<file path="config.mk">
export PLATFORM = sky130hd
export DESIGN_NAME = vc_phase_sequencer
export DESIGN_NICKNAME = d
export VERILOG_FILES = /design/src/rtl/vc_phase_sequencer.sv
export SDC_FILE = /design/constraint.sdc
export NUM_CORES = 1
export LEC_CHECK = 0
export CORE_UTILIZATION = 52
export DETAILED_ROUTE_END_ITERATION = 10
export PLACE_DENSITY = 0.77
export SLEW_MARGIN = 5
export SYNTH_ARGS = -nofsm -noshare
export SYNTH_HDL_FRONTEND = slang
export SYNTH_SLANG_ARGS = --single-unit
</file>
<file path="constraint.sdc">
create_clock -name clk -period 4.7 [get_ports clk]
set_input_delay 0.47 -clock clk [delete_from_list [all_inputs] [get_ports clk]]
set_output_delay 0.47 -clock clk [all_outputs]
set_load 0.1 [all_outputs]
</file>
<file path="src/rtl/vc_phase_sequencer.sv">
// Four-phase A/AB/B/BA crossfade sequencer with tick-based phase timing and gain ramp.
// All outputs registered; phase config is double-buffered and takes effect at each cycle start.
module vc_phase_sequencer (
  input  logic        clk,
  input  logic        rst,
  input  logic        tick,
  input  logic        start,
  input  logic        stop,
  input  logic        cfg_load,
  input  logic [15:0] dur_a,
  input  logic [15:0] dur_ab,
  input  logic [15:0] dur_b,
  input  logic [15:0] dur_ba,
  input  logic [9:0]  step,
  output logic [1:0]  phase,
  output logic [3:0]  T,
  output logic        busy,
  output logic [9:0]  gain_b,
  output logic        wrap
);

  typedef enum logic [2:0] {S_IDLE, S_A, S_AB, S_B, S_BA} state_t;

  state_t            state, state_n;
  logic [15:0]       cnt, cnt_n;
  logic [3:0][15:0]  sh_dur, act_dur, cfg_dur, ld_dur;
  logic [9:0]        sh_step, act_step, ld_step;
  logic [15:0]       cur_dur, last_cnt;
  logic              done, copy;
  logic [10:0]       sum, diff;
  logic [1:0]        phase_n;
  logic [3:0]        t_n;
  logic              busy_n, wrap_n;
  logic [9:0]        gain_n;

  always_comb begin
    cfg_dur  = {dur_ba, dur_b, dur_ab, dur_a};
    // A load on the same clock as a cycle start must reach the active set directly.
    ld_dur   = cfg_load ? cfg_dur : sh_dur;
    ld_step  = cfg_load ? step : sh_step;

    case (state)
      S_A:     cur_dur = act_dur[0];
      S_AB:    cur_dur = act_dur[1];
      S_B:     cur_dur = act_dur[2];
      S_BA:    cur_dur = act_dur[3];
      default: cur_dur = act_dur[0];
    endcase
    last_cnt = (cur_dur == 16'd0) ? 16'd0 : cur_dur - 16'd1;
    done     = tick && (cnt == last_cnt);
    sum      = {1'b0, gain_b} + {1'b0, act_step};
    diff     = {1'b0, gain_b} - {1'b0, act_step};
  end

  always_comb begin
    state_n = state;
    cnt_n   = cnt;
    gain_n  = gain_b;
    wrap_n  = 1'b0;
    copy    = 1'b0;
    phase_n = 2'b00;
    t_n     = 4'b0000;
    busy_n  = 1'b0;

    case (state)
      S_IDLE: begin
        if (start && !stop) begin
          state_n = S_A;
          cnt_n   = '0;
          gain_n  = '0;
          copy    = 1'b1;
        end
      end
      S_A: begin
        gain_n = '0;
        if (done) begin
          state_n = S_AB;
          cnt_n   = '0;
        end else if (tick) begin
          cnt_n = cnt + 16'd1;
        end
      end
      S_AB: begin
        if (tick) gain_n = sum[10] ? 10'd1023 : sum[9:0];
        if (done) begin
          state_n = S_B;
          cnt_n   = '0;
          gain_n  = 10'd1023;
        end else if (tick) begin
          cnt_n = cnt + 16'd1;
        end
      end
      S_B: begin
        gain_n = 10'd1023;
        if (done) begin
          state_n = S_BA;
          cnt_n   = '0;
        end else if (tick) begin
          cnt_n = cnt + 16'd1;
        end
      end
      S_BA: begin
        // Borrow out of bit 10 means the subtraction went below zero.
        if (tick) gain_n = diff[10] ? 10'd0 : diff[9:0];
        if (done) begin
          state_n = S_A;
          cnt_n   = '0;
          gain_n  = '0;
          wrap_n  = 1'b1;
          copy    = 1'b1;
        end else if (tick) begin
          cnt_n = cnt + 16'd1;
        end
      end
      default: state_n = S_IDLE;
    endcase

    if (state != S_IDLE && stop) begin
      state_n = S_IDLE;
      cnt_n   = '0;
      gain_n  = '0;
      wrap_n  = 1'b0;
      copy    = 1'b0;
    end

    case (state_n)
      S_A:     begin phase_n = 2'b00; t_n = 4'b0001; busy_n = 1'b1; end
      S_AB:    begin phase_n = 2'b01; t_n = 4'b0010; busy_n = 1'b1; end
      S_B:     begin phase_n = 2'b10; t_n = 4'b0100; busy_n = 1'b1; end
      S_BA:    begin phase_n = 2'b11; t_n = 4'b1000; busy_n = 1'b1; end
      default: begin phase_n = 2'b00; t_n = 4'b0000; busy_n = 1'b0; end
    endcase
  end

  always_ff @(posedge clk) begin
    if (rst) begin
      state    <= S_IDLE;
      cnt      <= '0;
      phase    <= 2'b00;
      T        <= 4'b0000;
      busy     <= 1'b0;
      gain_b   <= '0;
      wrap     <= 1'b0;
      sh_dur   <= {4{16'd1}};
      act_dur  <= {4{16'd1}};
      sh_step  <= '0;
      act_step <= '0;
    end else begin
      state  <= state_n;
      cnt    <= cnt_n;
      phase  <= phase_n;
      T      <= t_n;
      busy   <= busy_n;
      gain_b <= gain_n;
      wrap   <= wrap_n;
      if (cfg_load) begin
        sh_dur  <= cfg_dur;
        sh_step <= step;
      end
      if (copy) begin
        act_dur  <= ld_dur;
        act_step <= ld_step;
      end
    end
  end

endmodule

</file>
After elaboration in Yosys (flattened, before gate mapping)
Index checks and enable logic that the tools add are counted.
Word-level totals
  bits in registers: 185
  bits in latches: 0
  bits in writable memories: 0
  ROM bits: 0
  input port bits: 80
  output and inout bits: 18
  logic and storage cells: 80
  memories: 0
Cells by class
  add/sub/neg operators: 4
  multiply operators: 0
  div/mod/pow operators: 0
  order comparisons: 0
  equality and inequality tests: 13
  shift-type cells: 0
  mux-type cells: 30
  bitwise gates (word level): 1
  reductions and logical operators: 15
Operators by type and width (number)
  $mux W10: 8
  $mux W16: 4
  $mux W64: 1
  $pmux W10 S5: 1
  $pmux W16 S3: 1
  $pmux W16 S2: 1
  $mux W3: 6
  $add A16 B1 Y16 const B: 1
  $eq A16 B16 Y1: 1
  $logic_not A16 Y1: 1
  $pmux W4 S4: 1
  $sub A16 B1 Y16 const B: 1
  $pmux W3 S5: 1
  $eq A3 B2 Y1 const B: 4
  $add A10 B10 Y11: 1
  $sub A10 B10 Y11: 1
  $reduce_or A4 Y1: 2
  $eq A3 B1 Y1 const B: 2
  $eq A3 B3 Y1 const B: 2
  $ne A3 B3 Y1 const B: 2
  $pmux W2 S3: 1
  $reduce_bool A5 Y1: 1
  $mux W1: 4
  $reduce_and A4 Y1: 1
  12 further kinds: 14

Logic depth before layout (Yosys ltp)
Gate-level depths: netlist of run 1.
  depth in word-level cells: 12
  depth in mapped cells: 21
  mapped depth without buffers: 16

Least setup slack after synthesis of run 1
No wires, ideal clock.
  path type: reg-to-reg
  start: reg state[0]
  end: reg gain_b[2]
  setup time: 0.130 ns
  arrival time: 4.726 ns
  data required time: 4.570 ns
  path slack: -0.156 ns
  stages on the path, launching flop included: 19
  buffers on the path: 4
  clock period less this slack: 4.856 ns
  cells stage by stage: dfxtp_1 buf_4 buf_4 nor2_1 mux2_2 a21oi_1 ha_1 o221a_2 clkbuf_1 nand3_1 xnor3_1 o32ai_1 or4b_1 a21oi_2 o2111ai_2 and2_1 buf_2 or2_0 o2bb2ai_1
On the way
  longest elaborated chain between the ends: 8
  elaborated cells between the ends (all ways): 22
  classes of those cells: add/sub (1); eq/ne (8); mux (5); reduce/logical (8)
Ends and longest elaborated chain
  from (decl): line 24  | state_t state, state_n;
  from (signal assigned): line 149  | state <= state_n;
  $eq A3 B3 Y1 / $eq A3 B2 Y1 (equally long branches): line 42, 65
  $pmux W16 S3: line 42  | case (state)
  $sub A16 B1 Y16 / $logic_not A16 Y1 (equally long branches): line 49  | last_cnt = (cur_dur == 16'd0) ? 16'd0 : cur_dur - 16'd1;
  $mux W16: line 49
  $eq A16 B16 Y1: line 50  | done = tick && (cnt == last_cnt);
  $logic_and A1 B1 Y1: line 50
  $mux W10, or another cell as far along: line 105  | if (done) begin
  $pmux W10 S5 / $reduce_and A4 Y1 (equally long branches)
  to (signal assigned): line 154  | gain_b <= gain_n;
  to (decl): line 18  | output logic [9:0] gain_b,
Several ways; a longest one is shown, not always the timed one.
A chain may end at the register's enable or synchronous reset.

Worst setup path after layout of run 1
  start: reg state[1]
  end: reg act_dur[55] (netlist name)
On the way
  longest elaborated chain between the ends: 9
  elaborated cells between the ends (all ways): 15
  classes of those cells: add/sub (1); eq/ne (4); mux (5); reduce/logical (5)
Ends and longest elaborated chain
  $eq A3 B3 Y1 / $eq A3 B2 Y1 (equally long branches): line 42, 65
  $pmux W16 S3: line 42
  $sub A16 B1 Y16 / $logic_not A16 Y1 (equally long branches): line 49
  $mux W16: line 49
  $eq A16 B16 Y1: line 50
  $logic_and A1 B1 Y1: line 50
  $mux W1: line 105
  $pmux W1 S2: line 65  | case (state)
  $mux W1 (*): line 118  | if (state != S_IDLE && stop) begin
  to (signal assigned): line 145  | act_dur <= {4{16'd1}};
  to (signal assigned): line 161  | act_dur <= ld_dur;
  to (decl): line 26  | logic [3:0][15:0] sh_dur, act_dur, cfg_dur, ld_dur;
Every way passes the cells marked *; elsewhere a longest branch is shown, timed or not.

==> summary.md, run 1 <==
| Metric | Value |
|---|---|
| Hold/Removal Path Class | flip-flop to flip-flop |
| Asr flop ratio synth | 0% |
| Port bufs | 97 |
| Synth Instances | 1102 |
| Clock sink total | approximately 190 |
| Number of synthesized flops with an enable pin | 0 |
| Pwr dens | ~340 nW/um2 |
| Wire length per cell | between 15 and 20 um |
| Detail Placement HPWL | approximately 17 mm |
| Worst R2R Path Depth | 15 |
| Synth Register Bits | ~190 |
| ANT nets after route | 0 |
| Min setup slack post-route | 0.238 ns |
| Layout cells sized above 1 | 7.85% |
| Main synth FF type | dfxtp_1 |
| Root Buffer | clkbuf_16 |
| Largest net degree at the start of global routing | roughly 120 |
| Die Ht | approximately 140 um |
| Detailed-route via count | slightly above 8000 |
| Core area | 17500 um2 |
| Detail-routed via count per cell | about 5.7 |
| DRC errors left | 0 |
| Crit path max fanout | 57 |
| Worst R2R End | act_dur[55] |
| Syn. warnings | 0 |
| ANT cells | 0 |
| Gr usage total | between 20% and 30% |
| Worst Setup EP | act_dur[55] |
| CTS buffer count | 17 |
| Min Tclk post-route | around 4.5 ns |
| Endpoints failing hold | 0 |
| Finished Layout Cells | around 1400 |
| Vias in the first global route | about 7500 |
| Clk_lat worst skew | 0.44 ns |
| Clock Path Buffers | 2 |
| Critical Path RT | between 5 and 6 ns |
| Setup TNS | 0 ns |
| R2R Setup Slk | 0.24 ns |
| PnR Total Power | between 3 and 4 mW |
| Final Cell Area | between 10000 and 15000 um2 |
| Total length of routed wires | 23.2 mm |
| Outcome | finished, final reports clean |
| CP Data Arrival Time | ~4.8 ns |
| Initial DRC count | roughly 660 |
| Syn Nets | between 1000 and 1500 |
| Placed cells | 1391 |
| Avg Cell Area, Syn | 8.52 um2 |
| Antenna violations before repair | 0 |
| Max IR drop VDD | around 0.36 mV |
| Slew Limit Fails | 0 |
| MaxCap Viol Count | 0 |
| Setup violations, final | 0 |
| Count of hold-fix buffers inserted at cts | 0 |
| Nets | approximately 1300 |
| TritonCTS clock tree | yes |
| H-tree depth | 4 |
| Area growth, synth to finish | 19.9% |
| Mapped cell area | 9390 um2 |
| First-pass GRT wire length | about 38 mm |
| Slew margin rel. | about a third |
| Die area | between 15000 and 20000 um2 |
| Worst slew pin tran | 0.999 ns |
| Die width | between 100 and 150 um |
| Period Utilization, post-route | a little over nine tenths |
| Total grt overflow | 0 |
| Final Skew | between 0.01 and 0.015 ns |
| Leakage | around 4.6 nW |
| Dpl cell area | about 11000 um2 |
| Startpoint types | flip-flop |
| # fillers | 1477 |
| Fmax | 224 MHz |
| Starting Density | a little over half |
| Post-synthesis sequential area ratio | about two fifths |
| Crit. End Element | flip-flop |
| CP startpoint | state[1] |
| Place WS | ~0.26 ns |
| R2r startpoint | state[1] |
| Clock slew at reported path FFs | roughly 0.070 ns |
| Post-synthesis cell type count | just under 80 |
| Routability cong. | between 0.9 and 1 |
| # IOs | 98 |
| Drt pass-1 iters | 5 |
| Std cell rows | 48 |
| Unrepaired setup endpoints after global routing | no |
| Kind of critical path | flip-flop to flip-flop |
[registers in the layout, summed over array words and instances, names as in the netlist]
name      flops
act_step     10
act_dur      64
state         3
sh_step      10
phase         2
busy          1
gain_b       10
T             4
wrap          1
cnt          16
sh_dur       64
[cells in the final DEF, fill, tap and decap left out, drive strengths merged, types with 4 or more instances in the layout]
cell	n
dfxtp	185
nor2	120
nand2	107
o21ai	96
clkdlybuf4s50	95
mux2i	87
nand2b	63
inv	48
a21oi	40
buf	40
ha	22
clkbuf	18
xnor2	14
o22ai	14
o31ai	14
o21bai	14
a21o	14
and3	14
nand3	11
nor2b	11
nor3b	11
a211o	9
nor3	9
nand4	8
or3	8
a31oi	8
a2bb2oi	8
and2	6
a211oi	6
o32a	6
o221ai	5
o21a	5
or2	5
or4	4
nor4	4
nor4b	4
a221oi	4
o2111ai	4
clkinv	4
[worst max-delay path, cell delays in order, from the launching register on]
cell	delay (ns)
dfxtp_1	0.37
buf_4	0.26
nor3b_2	0.13
or3_1	0.40
a222oi_1	0.51
buf_4	0.23
and4_1	0.38
a41o_1	0.21
a21oi_1	0.09
or4_1	0.50
nor3_1	0.20
o2111ai_2	0.21
o21ai_4	0.24
buf_12	0.26
buf_12	0.19
o21ai_0	0.10
[per-layer routing]
| layer | up-vias | wire length [um] | share of wire [%] | track usage (%) |
|---|---|---|---|---|
| met1 | 3793 | 11100 | 48 | 36.5 |
| met3 | 28 | 1120 | 4.8 | 5.00 |
| met4 | 0 | 412 | 1.8 | 6.98 |
| met5 | - | 0 | 0 | 0 |
| li1 | 4054 | - | - | - |
| met2 | 248 | 10600 | 45 | 40.7 |
[cell usage after synthesis (3+ instances only)]
cell / number / area [um2]
o22ai_1: 14 / 87.6
a21o_1: 14 / 105
nor2b_1: 11 / 68.8
o21a_1: 5 / 37.5
and3_1: 14 / 87.6
a2bb2oi_1: 8 / 70.1
o21ai_0: 85 / 425
o221ai_1: 5 / 43.8
a211o_1: 9 / 78.8
nor3_1: 9 / 45.0
a211oi_1: 6 / 45.0
o31ai_1: 14 / 105
o21bai_1: 14 / 105
mux2_2: 3 / 33.8
a31oi_1: 8 / 50.1
o21ai_1: 10 / 50.1
nand4_1: 8 / 50.1
nor4b_1: 4 / 35.0
o32ai_1: 3 / 26.3
xnor3_1: 3 / 67.6
buf_6: 3 / 33.8
xor2_1: 3 / 26.3
or4_1: 4 / 30.0
nor2_1: 120 / 450
buf_4: 3 / 22.5
nand2b_1: 63 / 394
nor4_1: 4 / 25.0
a21oi_1: 39 / 195
nand2_1: 106 / 398
or3_1: 8 / 50.1
o32a_1: 6 / 60.1
clkbuf_1: 35 / 131
ha_1: 22 / 275
nand3_1: 11 / 55.1
nor3b_1: 10 / 75.1
a221oi_1: 4 / 35.0
inv_1: 40 / 150
and2_1: 6 / 37.5
mux2i_1: 87 / 871
buf_1: 11 / 41.3
o2bb2ai_1: 3 / 26.3
xnor2_1: 14 / 123
buf_2: 19 / 95.1
dfxtp_1: 185 / 3700
[stage by stage]
step	utilization (%)	hold WS (ns)
6_report	64.4	0.480
4_1_cts	64.3	0.479
3_3_place_gp	61.0	0.461
2_1_floorplan	-	0.438
3_5_place_dp	61.0	0.464
5_1_grt	64.4	0.498
[repair_timing]
item                       in CTS  in global routing
gates resized for setup         0                  3
setup endpoints to repair       0                 55
buffers inserted                0                  0
[report_power, final]
part,internal [mW],switching [mW]
sequential,1.64,0.0426
clock,0.725,0.697
combinational,0.305,0.404
total,2.67,1.14
[cell type report]
type                       instances  area (um2)  area share, %
inverter                          40         150           1.33
timing repair buffer             135        1300           11.6
clock buffer                      18         439           3.90
multi-input combinational        806        5230           46.5
sequential                       185        3700           32.9
clock inverter                    14         146           1.30
tap                              225         282           2.50
[cells by family (layout without fill, tap and decap cells)]
| group | count (synthesis) | after routing | share of synthesized area, % |
|---|---|---|---|
| AND/OR/NAND/NOR | 394 | 394 | 20.6 |
| multiplexers | 90 | 90 | 9.64 |
| adder cells (fa/ha/maj) | 24 | 24 | 3.36 |
| buffers and inverters | 111 | 207 | 5.05 |
| XOR/XNOR | 20 | 20 | 2.31 |
| AO/OA/AOI/OAI | 278 | 278 | 19.6 |
| flip-flops | 185 | 185 | 39.5 |
[how the worst min path moves through the flow]
stage	end	slack, ns	from	cells after the start
6_report	act_dur[17]	0.48	act_dur[17]	2
5_1_grt	act_dur[42]	0.50	act_dur[42]	2
4_1_cts	act_dur[17]	0.48	act_dur[17]	2
3_5_place_dp	act_dur[17]	0.46	act_dur[17]	2
3_3_place_gp	act_dur[17]	0.46	act_dur[17]	2
2_1_floorplan	act_dur[1]	0.44	act_dur[1]	2
No activity file was read; power rests on OpenSTA's default activity.
==> run 2: changes to the inputs <==
--- a/config.mk
+++ b/config.mk
@@ -5,9 +5,11 @@
 export SDC_FILE = /design/constraint.sdc
 export NUM_CORES = 1
 export LEC_CHECK = 0
+export CAP_MARGIN = 20
 export CORE_UTILIZATION = 52
 export DETAILED_ROUTE_END_ITERATION = 10
 export PLACE_DENSITY = 0.77
+export REMOVE_ABC_BUFFERS = 1
 export SLEW_MARGIN = 5
 export SYNTH_ARGS = -nofsm -noshare
 export SYNTH_HDL_FRONTEND = slang
==> run 2 against run 1 <==
Final cell count down 0.21%. Combinational power barely moved. Sequential share of layout area barely moved. Critical endpoint is now act_dur[47]. Highest routed layer unchanged.
==> summary.md, run 2 (synthesis gave the netlist of run 1 again) <==
| Metric | Value |
|---|---|
| Clock Path Buffers | 2 (unchanged) |
| Detail-routed via count per cell | 5.64 (-1.2%) |
| Detail Placement HPWL | 15.9 mm (-4.8%) |
| Crit-path max cell delay | 0.60 ns (+0.09 ns) |
| Vias in the first global route | 7301 (-2.6%) |
| Final Skew | 0.0148 ns (+0.00340 ns) |
| Fin Hold WS | 0.469 ns (-0.0110 ns) |
| Core area | 17500 um2 (unchanged) |
| Placed cells | 1387 (-0.29%) |
| Logic gate share of total power | 18.2% (-0.4 points) |
| Kind of critical path | flip-flop to flip-flop |
| Internal power | 2.74 mW (+2.6%) |
| CP startpoint | state[2] |
| Drt pass-1 iters | 5 (unchanged) |
| DRC errors left | 0 (unchanged) |
| Hold depth | 2 (unchanged) |
| DR top layer | met4 |
| Finished Layout Cells | 1420 (-0.21%) |
| Gr usage total | 24.9% (-1.1 points) |
| Count of hold-fix buffers inserted at cts | 0 (unchanged) |
| Wire length on met3 | 1.03 mm (-8.1%) |
| Leakage | 4.58 nW (+0.21%) |
| Layout cells sized above 1 | 7.53% (-0.32 points) |
| Period Utilization, post-route | 95.0% (about the same) |
| Hold/Removal Path Class | flip-flop to flip-flop |
| Most frequent cells in the layout | dfxtp_1, nor2_1, nand2_1, clkdlybuf4s50_1, mux2i_1 |
| Largest net degree at the start of global routing | 110 (-6.8%) |
| MaxCap Viol Count | 0 (unchanged) |
| Nets | 1286 (-0.23%) |
| Die width | 136 um (unchanged) |
| Startpoint types | flip-flop |
| Pwr dens | 345 nW/um2 (+1.7%) |
| Clock slew at reported path FFs | 0.08 ns (about the same) |
| Root Buffer | clkbuf_16 |
| Clk_lat worst skew | 0.44 ns (about the same) |
| ANT cells | 0 (unchanged) |
| Fmax | 224 MHz (about the same) |
| Die Ht | 136 um (unchanged) |
| Min Tclk post-route | 4.46 ns (+0.000501 ns) |
| Metal2 WL | 10.5 mm (-0.16%) |
| Wire length per cell | 16.2 um (-0.84%) |
| PnR Total Power | 3.88 mW (+1.7%) |
| Die area | 18600 um2 (unchanged) |
| H-tree depth | 4 (unchanged) |
| Worst slew pin tran | 0.966 ns (-0.0329 ns) |
| Slew Limit Fails | 0 (unchanged) |
| Worst Setup EP | act_dur[47] |
| Max IR drop VDD | 0.273 mV (-23%) |
| Crit. End Element | flip-flop |
| Routed metal-1 wirelength | 11.2 mm (+0.75%) |
| Endpoints failing hold | 0 (unchanged) |
| R2R Setup Slk | 0.24 ns (about the same) |
| Port bufs | 97 (unchanged) |
| Std cell rows | 48 (unchanged) |
| Reg power frac | 43.3% (-0.9 points) |
| Routability cong. | 0.908 (-0.54%) |
| Total length of routed wires | 23.0 mm (-1.1%) |
| Worst R2R End | act_dur[47] |
| Most common cell after layout, fill and taps aside | dfxtp_1 |
| Total grt overflow | 0 (unchanged) |
| Setup violations, final | 0 (unchanged) |
| R2r startpoint | state[2] |
| Family with the most delay on the worst path | simple AND/OR/NAND/NOR gates |
| # IOs | 98 (unchanged) |
| Slew margin rel. | 35.4% (+2.0 points) |
| Critical Path RT | 5.01 ns (about the same) |
| Area growth, synth to finish | 19.9% (about the same) |
| WP depth | 13 (-2) |
| Resized cells post-CTS | 0 (unchanged) |
| Critical path buffers and inverters | 2 (-2) |
| CP Data Arrival Time | 4.77 ns (about the same) |
| Largest registers | act_dur x64, sh_dur x64, cnt x16 |
| Antenna violations before repair | 0 (unchanged) |
| Clock sink total | 185 (unchanged) |
| Initial DRC count | 641 (-2.6%) |
| Switching share of total power | 29.4% (-0.59 points) |
| Crit-path cells | buf_4 -> or4b_2 -> o31ai_1 -> or2_1 -> nand3_1 -> a2111oi_2 -> o21bai_1 -> or4b_1 -> a21oi_2 -> o2111ai_2 -> o21ai_4 -> clkbuf_16 -> o21ai_0 |
| CTS buffer count | 17 (unchanged) |
| Detailed-route via count | 8007 (-1.4%) |
| Outcome | finished, final reports clean |
| Worst R2R Path Depth | 13 (-2) |
| Starting Density | 53.7% (unchanged) |
| Post-CTS Setup Inserts | 0 (unchanged) |
| Crit path max fanout | 55 (-3.5%) |
| Clk network pwr share | 38.5% (+1.2 points) |
| First-pass GRT wire length | 36.5 mm (-3.6%) |
| Sw power | 1.14 mW (-0.27%) |
| ANT nets after route | 0 (unchanged) |
| TritonCTS clock tree | yes |
| Crit-path slowest cell | or4b_2 |
==> run 2: changes by cell type in the layout (fill, tap and decap cells not counted), sizes merged <==
cell / change
clkbuf: +2
buf: -4
bufinv: +1
clkinvlp: -2
==> run 2: worst min path at each step <==
stage	startpoint	slack, ns	endpoint
final	act_dur[28]	0.47	act_dur[28]
after floorplan	act_dur[1]	0.44	act_dur[1]
after global placement	act_dur[28]	0.45	act_dur[28]
after detailed placement	act_dur[28]	0.45	act_dur[28]
after global routing	act_dur[1]	0.48	act_dur[1]
after CTS	act_dur[28]	0.47	act_dur[28]
==> run 2: cell type report <==
cell class                 instances  area (um2)
clock inverter                    13         170
clock buffer                      19         453
tap                              225         282
inverter                          40         150
multi-input combinational        806        5230
sequential                       185        3700
fill                            1484        6220
timing repair buffer             132        1260
==> run 2: power by group through the flow <==
stage	Sequential [mW]	Combinational (mW)	Clock, mW
2_1_floorplan	1.76	0.393	0
3_3_place_gp	1.72	0.684	0
3_5_place_dp	1.72	0.691	0
4_1_cts	1.68	0.695	1.52
5_1_grt	1.69	0.769	1.58
6_report	1.68	0.707	1.49
==> run 2: routing by layer <==
metal	vias to the layer above	GRT usage, %
li1	4048	-
met1	3761	34.8
met2	182	39.5
met3	16	4.55
met4	0	6.05
met5	-	0
==> run 2: through the flow <==
stage                     instance area, um2  setup WS [ns]  utilization, %  TNS (ns)
final                                  11300          0.237            64.4         0
after global routing                   11300        -0.0107            64.4   -0.0107
after floorplan                         9060          -2.63               -   -199.50
after detailed placement               10600          0.255            60.6         0
after CTS                              11200          0.259            64.1         0
after global placement                 10600          0.329            60.6         0
==> run 2: worst reg2reg max path, delay by kind of cell, from the launching register on <==
family	cells	cell delay, ns
and+or+nand+nor	4	1.72
AOI/OAI and AO/OA	7	1.71
buffers and inverters	2	0.52
DFF	1	0.39
==> RTL change 1, RTL diff (flow settings as in run 1) <==
Make the reset (`rst`) asynchronous in one clocked block.
--- a/src/rtl/vc_phase_sequencer.sv
+++ b/src/rtl/vc_phase_sequencer.sv
@@ -132,7 +132,7 @@
     endcase
   end
 
-  always_ff @(posedge clk) begin
+  always_ff @(posedge clk or posedge rst) begin
     if (rst) begin
       state    <= S_IDLE;
       cnt      <= '0;
Behaviour: differs if rst is asserted again (counterexample within 4 cycles, from zero or initial values and one cycle with rst high); with rst held inactive, the same outputs for 4 cycles.
==> RTL change 1 against run 1 <==
  * Sequential cell count stayed put
  * Setup slack worse by 0.039 ns
  * Non-clock buffer count fell by 1
  * Synthesized area up 5.4%
  * Via count down 14%
  * Fmax decreased by 0.86%
  * Critical path type unchanged
  * Critical endpoint is now act_dur[28]
  * Routed wire length down 4.3%
  * Largest cell class unchanged
  * Power up 18%
  * Cell area up 5.5%
==> RTL change 1: results (changes against run 1) <==
[run_status]
outcome = completed  ; unchanged

[clock_tree]
cts-root-to-sink-buffers = 2  ; unchanged
root_buffer = clkbuf_16  ; unchanged
clkSlewWorstSetupHoldPaths_ns = 0.07  ; about the same
numCtsBuffers = 17  ; unchanged
clock_latency_ns = 0.44  ; about the same
cts_max_level = 4  ; unchanged

[drt]
routedLengthMet1_um = 10200  ; was 11100 um
met2WireLength_um = 10600  ; about the same
vias = 7019  ; was 8123
wirelength_um = 22200  ; was 23200 um
drt_iter0_drc = 482  ; was 658
top_layer = met4  ; unchanged
first_pass_iters = 5  ; unchanged
wl_met3_um = 1030  ; was 1120 um

[synth]
synthDistinctLibCells = 68  ; was 79
ys_warn_count = 0  ; unchanged
seq_area_frac_synth_pct = 46.9  ; was 39.5%
synth_compound_area_share_pct = 11.1  ; was 19.6%
synth_xor_area_share_pct = 2.48  ; was 2.31%
syn_nets = 955  ; was 1206
synthTopCellsByCount = dfrtp_1, mux2_2, mux2_4  ; was dfxtp_1, nor2_1, nand2_1
synth_area_leaders = dfrtp_1, mux2_2, mux2_4, ha_1, dfstp_2  ; was dfxtp_1, mux2i_1, nor2_1, o21ai_0, nand2_1
synthArstFlopShare_pct = 100  ; was 0%
muxShareOfSynthArea_pct = 21.3  ; was 9.64%
synth_fa_ha_area_share_pct = 3.19  ; was 3.36%

[final_layout]
diodes = 0  ; unchanged
drive_gt1_share_pct = 25.8  ; was 7.85%
reg.largest.list = act_dur x64, sh_dur x64, cnt x16  ; unchanged
fillers = 1442  ; was 1477
layout.nets = 1057  ; was 1289

[global_routing]
grt_pass1_wl_um = 37000  ; was 37900 um
antenna_found_initial = 0  ; unchanged
grt_max_degree = 102  ; was 118
grt_pass1_vias = 6919  ; was 7494
grt_use_total_pct = 24.1  ; was 26.1%

[power]
ir_drop_mv = 0.275  ; was 0.356 mV
leakage_nw = 5.30  ; was 4.57 nW

[placed_design]
numPortBuffers = 97  ; unchanged
place.gp.congestion = 0.908  ; was 0.913
dp_hpwl_um = 16400  ; was 16700 um

[min_path]
hp-class = reg -> reg  ; unchanged
hp-start = sh_dur[13]  ; was act_dur[17]
hold_depth = 1  ; was 2
hold_end = sh_dur[13]  ; was act_dur[17]

[setup_path]
worstRegToRegCells = 17  ; was 15
timing.rr.end = act_dur[28]  ; was act_dur[55]
r2r_slack_ns = 0.20  ; was 0.24 ns
path_max_fanout = 21  ; was 57
arrival_ns = 4.82  ; was 4.77 ns
reg2reg_from = state[0]  ; was state[1]

[sta]
relSlewSlack_pct = 33.7  ; was 33.4%
fin_skew_ns = 0.00920  ; was 0.0114 ns

[RTL change 1: final cells by class]
class | count | area [um2] | share of cell area, %
clock buffer | 17 | 425 | 3.58
clock inverter | 15 | 156 | 1.32
tap | 234 | 293 | 2.47
inverter | 31 | 120 | 1.01
sequential | 185 | 4640 | 39.1
timing repair buffer | 134 | 1320 | 11.1
multi-input combinational | 584 | 4920 | 41.4
[RTL change 1: cells by family after synthesis]
group | after synthesis
AOI/OAI and AO/OA | 158
buffers and inverters | 82
DFF | 185
and+or+nand+nor | 205
adders and majority gates | 24
muxes | 169
xor gates and xnor gates | 28
[RTL change 1: layer usage]
metal  up-vias  global-route usage (%)
li1       3294                       -
met3        29                    4.17
met4         0                    7.11
met1      3501                    33.4
met5         -                       0
met2       195                    39.0
[RTL change 1: worst max-delay path, stage by stage (launching register included)]
cell,delay [ns]
dfrtp_1,0.41
buf_4,0.26
mux2i_1,0.27
nor2_1,0.06
a221o_1,0.32
inv_1,0.08
ha_1,0.18
o211ai_1,0.12
or3_1,0.40
nor4b_1,0.35
o21ai_0,0.17
a221o_1,0.33
or4_4,0.44
nor2_1,0.21
a21oi_4,0.09
buf_12,0.19
buf_12,0.18
mux2_4,0.31
[RTL change 1: report_power, final]
group / internal [mW] / switching [mW]
logic: 0.577 / 0.488
registers: 1.84 / 0.179
clock network: 0.751 / 0.665
[RTL change 1: what timing repair did]
action / 4_1_cts / 5_1_grt
gates resized for setup: 0 / 5
buffers inserted: 0 / 0
setup endpoints to repair: 0 / 58
[RTL change 1: worst max-delay path by stage]
stage,to,slack (ns),start,cells after the start
floorplan,act_dur[10],0.11,state[1],19
global placement,act_dur[37],0.24,state[0],14
detailed placement,act_dur[17],0.21,state[0],14
CTS,act_dur[17],0.21,state[0],14
global route,act_dur[17],0.02,state[0],19
finish,act_dur[28],0.20,state[0],17
[RTL change 1: metrics by stage]
| step | worst slack [ns] | instances | instance area (um2) | utilization (%) | hold slack, ns |
|---|---|---|---|---|---|
| 2_1_floorplan | 0.111 | 851 | 9900 | - | 0.469 |
| 3_3_place_gp | 0.243 | 1168 | 11300 | 60.2 | 0.481 |
| 3_5_place_dp | 0.213 | 1168 | 11300 | 60.2 | 0.484 |
| 4_1_cts | 0.206 | 1200 | 11800 | 63.3 | 0.501 |
| 5_1_grt | 0.0214 | 1200 | 11900 | 63.5 | 0.516 |
| 6_report | 0.199 | 1200 | 11900 | 63.5 | 0.495 |
==> RTL change 2, RTL diff (flow settings as in run 1) <==
Made on the original files. Register the input `dur_a` before use, cleared by the reset. The logic sees it one clock later. The other inputs are not delayed to match.
--- a/src/rtl/vc_phase_sequencer.sv
+++ b/src/rtl/vc_phase_sequencer.sv
@@ -21,6 +21,16 @@
 
   typedef enum logic [2:0] {S_IDLE, S_A, S_AB, S_B, S_BA} state_t;
 
+  logic [15:0] dur_a_q;
+
+  always_ff @(posedge clk) begin
+    if (rst) begin
+      dur_a_q <= '0;
+    end else begin
+      dur_a_q <= dur_a;
+    end
+  end
+
   state_t            state, state_n;
   logic [15:0]       cnt, cnt_n;
   logic [3:0][15:0]  sh_dur, act_dur, cfg_dur, ld_dur;
@@ -34,7 +44,7 @@
   logic [9:0]        gain_n;
 
   always_comb begin
-    cfg_dur  = {dur_ba, dur_b, dur_ab, dur_a};
+    cfg_dur  = {dur_ba, dur_b, dur_ab, dur_a_q};
     // A load on the same clock as a cycle start must reach the active set directly.
     ld_dur   = cfg_load ? cfg_dur : sh_dur;
     ld_step  = cfg_load ? step : sh_step;
Function: changed (Yosys sat finds a counterexample within 4 cycles, from zero or initial values and one cycle with rst high).
==> RTL change 2 against run 1 <==
  * Count of clock-buffer cells in the layout grew 8
  * Critical path depth stayed put
  * Clock skew grew 0.012 ns
  * Hold slack better by 0.027 ns
  * Combinational power is 12% lower
  * Setup slack worse by 0.017 ns
  * Power up 8.7%
  * Cell area increased by 10%
  * Routed wire length increased by 5.7%
  * Synthesized area grew 11%
  * Sequential cell count grew 16
==> RTL change 2: results (changes against run 1) <==
[setup_path]
r2r_slack_ns = 0.22  ; was 0.24 ns
path_max_fanout = 24  ; was 57

[synth]
seq_area_frac_synth_pct = 38.7  ; was 39.5%
synth_area_leaders = dfxtp_1, mux2_4, mux2i_1, nor2b_1, nor2_1  ; was dfxtp_1, mux2i_1, nor2_1, o21ai_0, nand2_1
synthTopCellsByCount = dfxtp_1, nor2_1, nor2b_1  ; was dfxtp_1, nor2_1, nand2_1
synthDistinctLibCells = 87  ; was 79
synthArstFlopShare_pct = 0  ; unchanged
syn_nets = 1191  ; was 1206

[drt]
drt_iter0_drc = 626  ; was 658
vias = 8152  ; was 8123
first_pass_iters = 6  ; was 5
wl_per_cell_um = 16.9  ; was 16.3 um

[final_layout]
reg.largest.list = act_dur x64, sh_dur x64  ; was act_dur x64, sh_dur x64, cnt x16
layout.nets = 1276  ; was 1289
drive_gt1_share_pct = 14.3  ; was 7.85%

[sta]
fin_skew_ns = 0.0230  ; was 0.0114 ns
hold_slack_ns = 0.508  ; was 0.480 ns
tightest_slew_ns = 1.00  ; was 0.999 ns

[placed_design]
place.gp.congestion = 0.939  ; was 0.913
dp_hpwl_um = 17700  ; was 16700 um

[power]
p_int_mw = 3.11  ; was 2.67 mW
leakage_nw = 5.09  ; was 4.57 nW
ir_drop_mv = 0.276  ; was 0.356 mV

[clock_tree]
clock_latency_ns = 0.51  ; was 0.44 ns
cts_max_level = 1  ; was 4
cts-root-to-sink-buffers = 3  ; was 2
numCtsBuffers = 21  ; was 17

[run_status]
outcome = completed  ; unchanged

[global_routing]
grt_pass1_vias = 7436  ; was 7494
grt_pass1_wl_um = 38900  ; was 37900 um
grt_use_total_pct = 23.8  ; was 26.1%
grt_max_degree = 74  ; was 118

[RTL change 2: cell types whose count changed after synthesis, moves of 13 or more]
cell	before	now
nor2b_1	11	87
mux2_4	0	60
nand2b_1	63	3
nand2_1	106	50
o21ai_0	85	36
dfxtp_1	185	201
nand3_1	11	26
mux2_1	0	14
buf_2	19	6
o31ai_1	14	1
[RTL change 2: logic make-up after synthesis]
group | synth area share, %
adder cells (fa/ha/maj) | 3.03
flip-flops | 38.7
AO/OA/AOI/OAI | 12.8
multiplexers | 18.8
XOR/XNOR | 2.41
buffers and inverters | 5.02
AND/OR/NAND/NOR | 19.3
[RTL change 2: layout make-up]
class / instances / area, um2
sequential: 201 / 4030
inverter: 37 / 139
timing repair buffer: 129 / 1270
clock inverter: 10 / 138
clock buffer: 26 / 574
tap: 265 / 332
multi-input combinational: 782 / 5910
fill: 1635 / 7140
[RTL change 2: path summary, 6_finish.rpt]
| kind | endpoint | startpoint | cells past startpoint |
|---|---|---|---|
| worst max-delay path | act_dur[2] | state[2] | 15 |
| worst min-delay path | sh_step[1] | sh_step[1] | 2 |
| worst max register to register | act_dur[2] | state[2] | 15 |
| worst min register to register | sh_step[1] | sh_step[1] | 2 |
[RTL change 2: stage by stage]
step	cells	setup slack (ns)	cell area, um2
2_1_floorplan	1087	0.371	10400
3_3_place_gp	1413	0.242	11600
3_5_place_dp	1413	0.0667	11600
4_1_cts	1449	0.0143	12300
5_1_grt	1450	0.0189	12400
6_report	1450	0.220	12400
[RTL change 2: routing by layer]
metal  share of wire, %  wire length [um]  up-vias  GRT usage, %
met5                  0                 0        -             0
met4                2.0               483        0          5.77
met3                6.3              1550       41          3.07
met2                 44             10700      279          36.8
met1                 48             11800     3811          35.0
li1                   -                 -     4021             -
[RTL change 2: power by group through the flow]
| stage | sequential, mW | combinational [mW] | clock (mW) |
|---|---|---|---|
| global route | 1.82 | 0.671 | 1.81 |
| detailed placement | 1.85 | 0.603 | 0 |
| CTS | 1.81 | 0.607 | 1.74 |
| floorplan | 1.85 | 0.422 | 0 |
| global placement | 1.85 | 0.597 | 0 |
| finish | 1.81 | 0.624 | 1.71 |
[RTL change 2: worst max-delay path, stage by stage (launching register included)]
cell and delay, ns:
dfxtp_1 0.45, buf_4 0.20, nor2b_1 0.06, buf_4 0.18, or3_1 0.37, a221o_1 0.47, or4_4 0.54, o31ai_2 0.19
nor4b_4 0.28, o211ai_1 0.18, nor4b_4 0.40, nand3_4 0.13, o21ai_4 0.19, buf_12 0.19, buf_12 0.22, mux2_4 0.32
[RTL change 2: timing repair]
item	in CTS	in global routing
gates resized for setup	0	11
hold buffers	0	0
endpoints found under the setup margin	0	94
buffers inserted	0	1
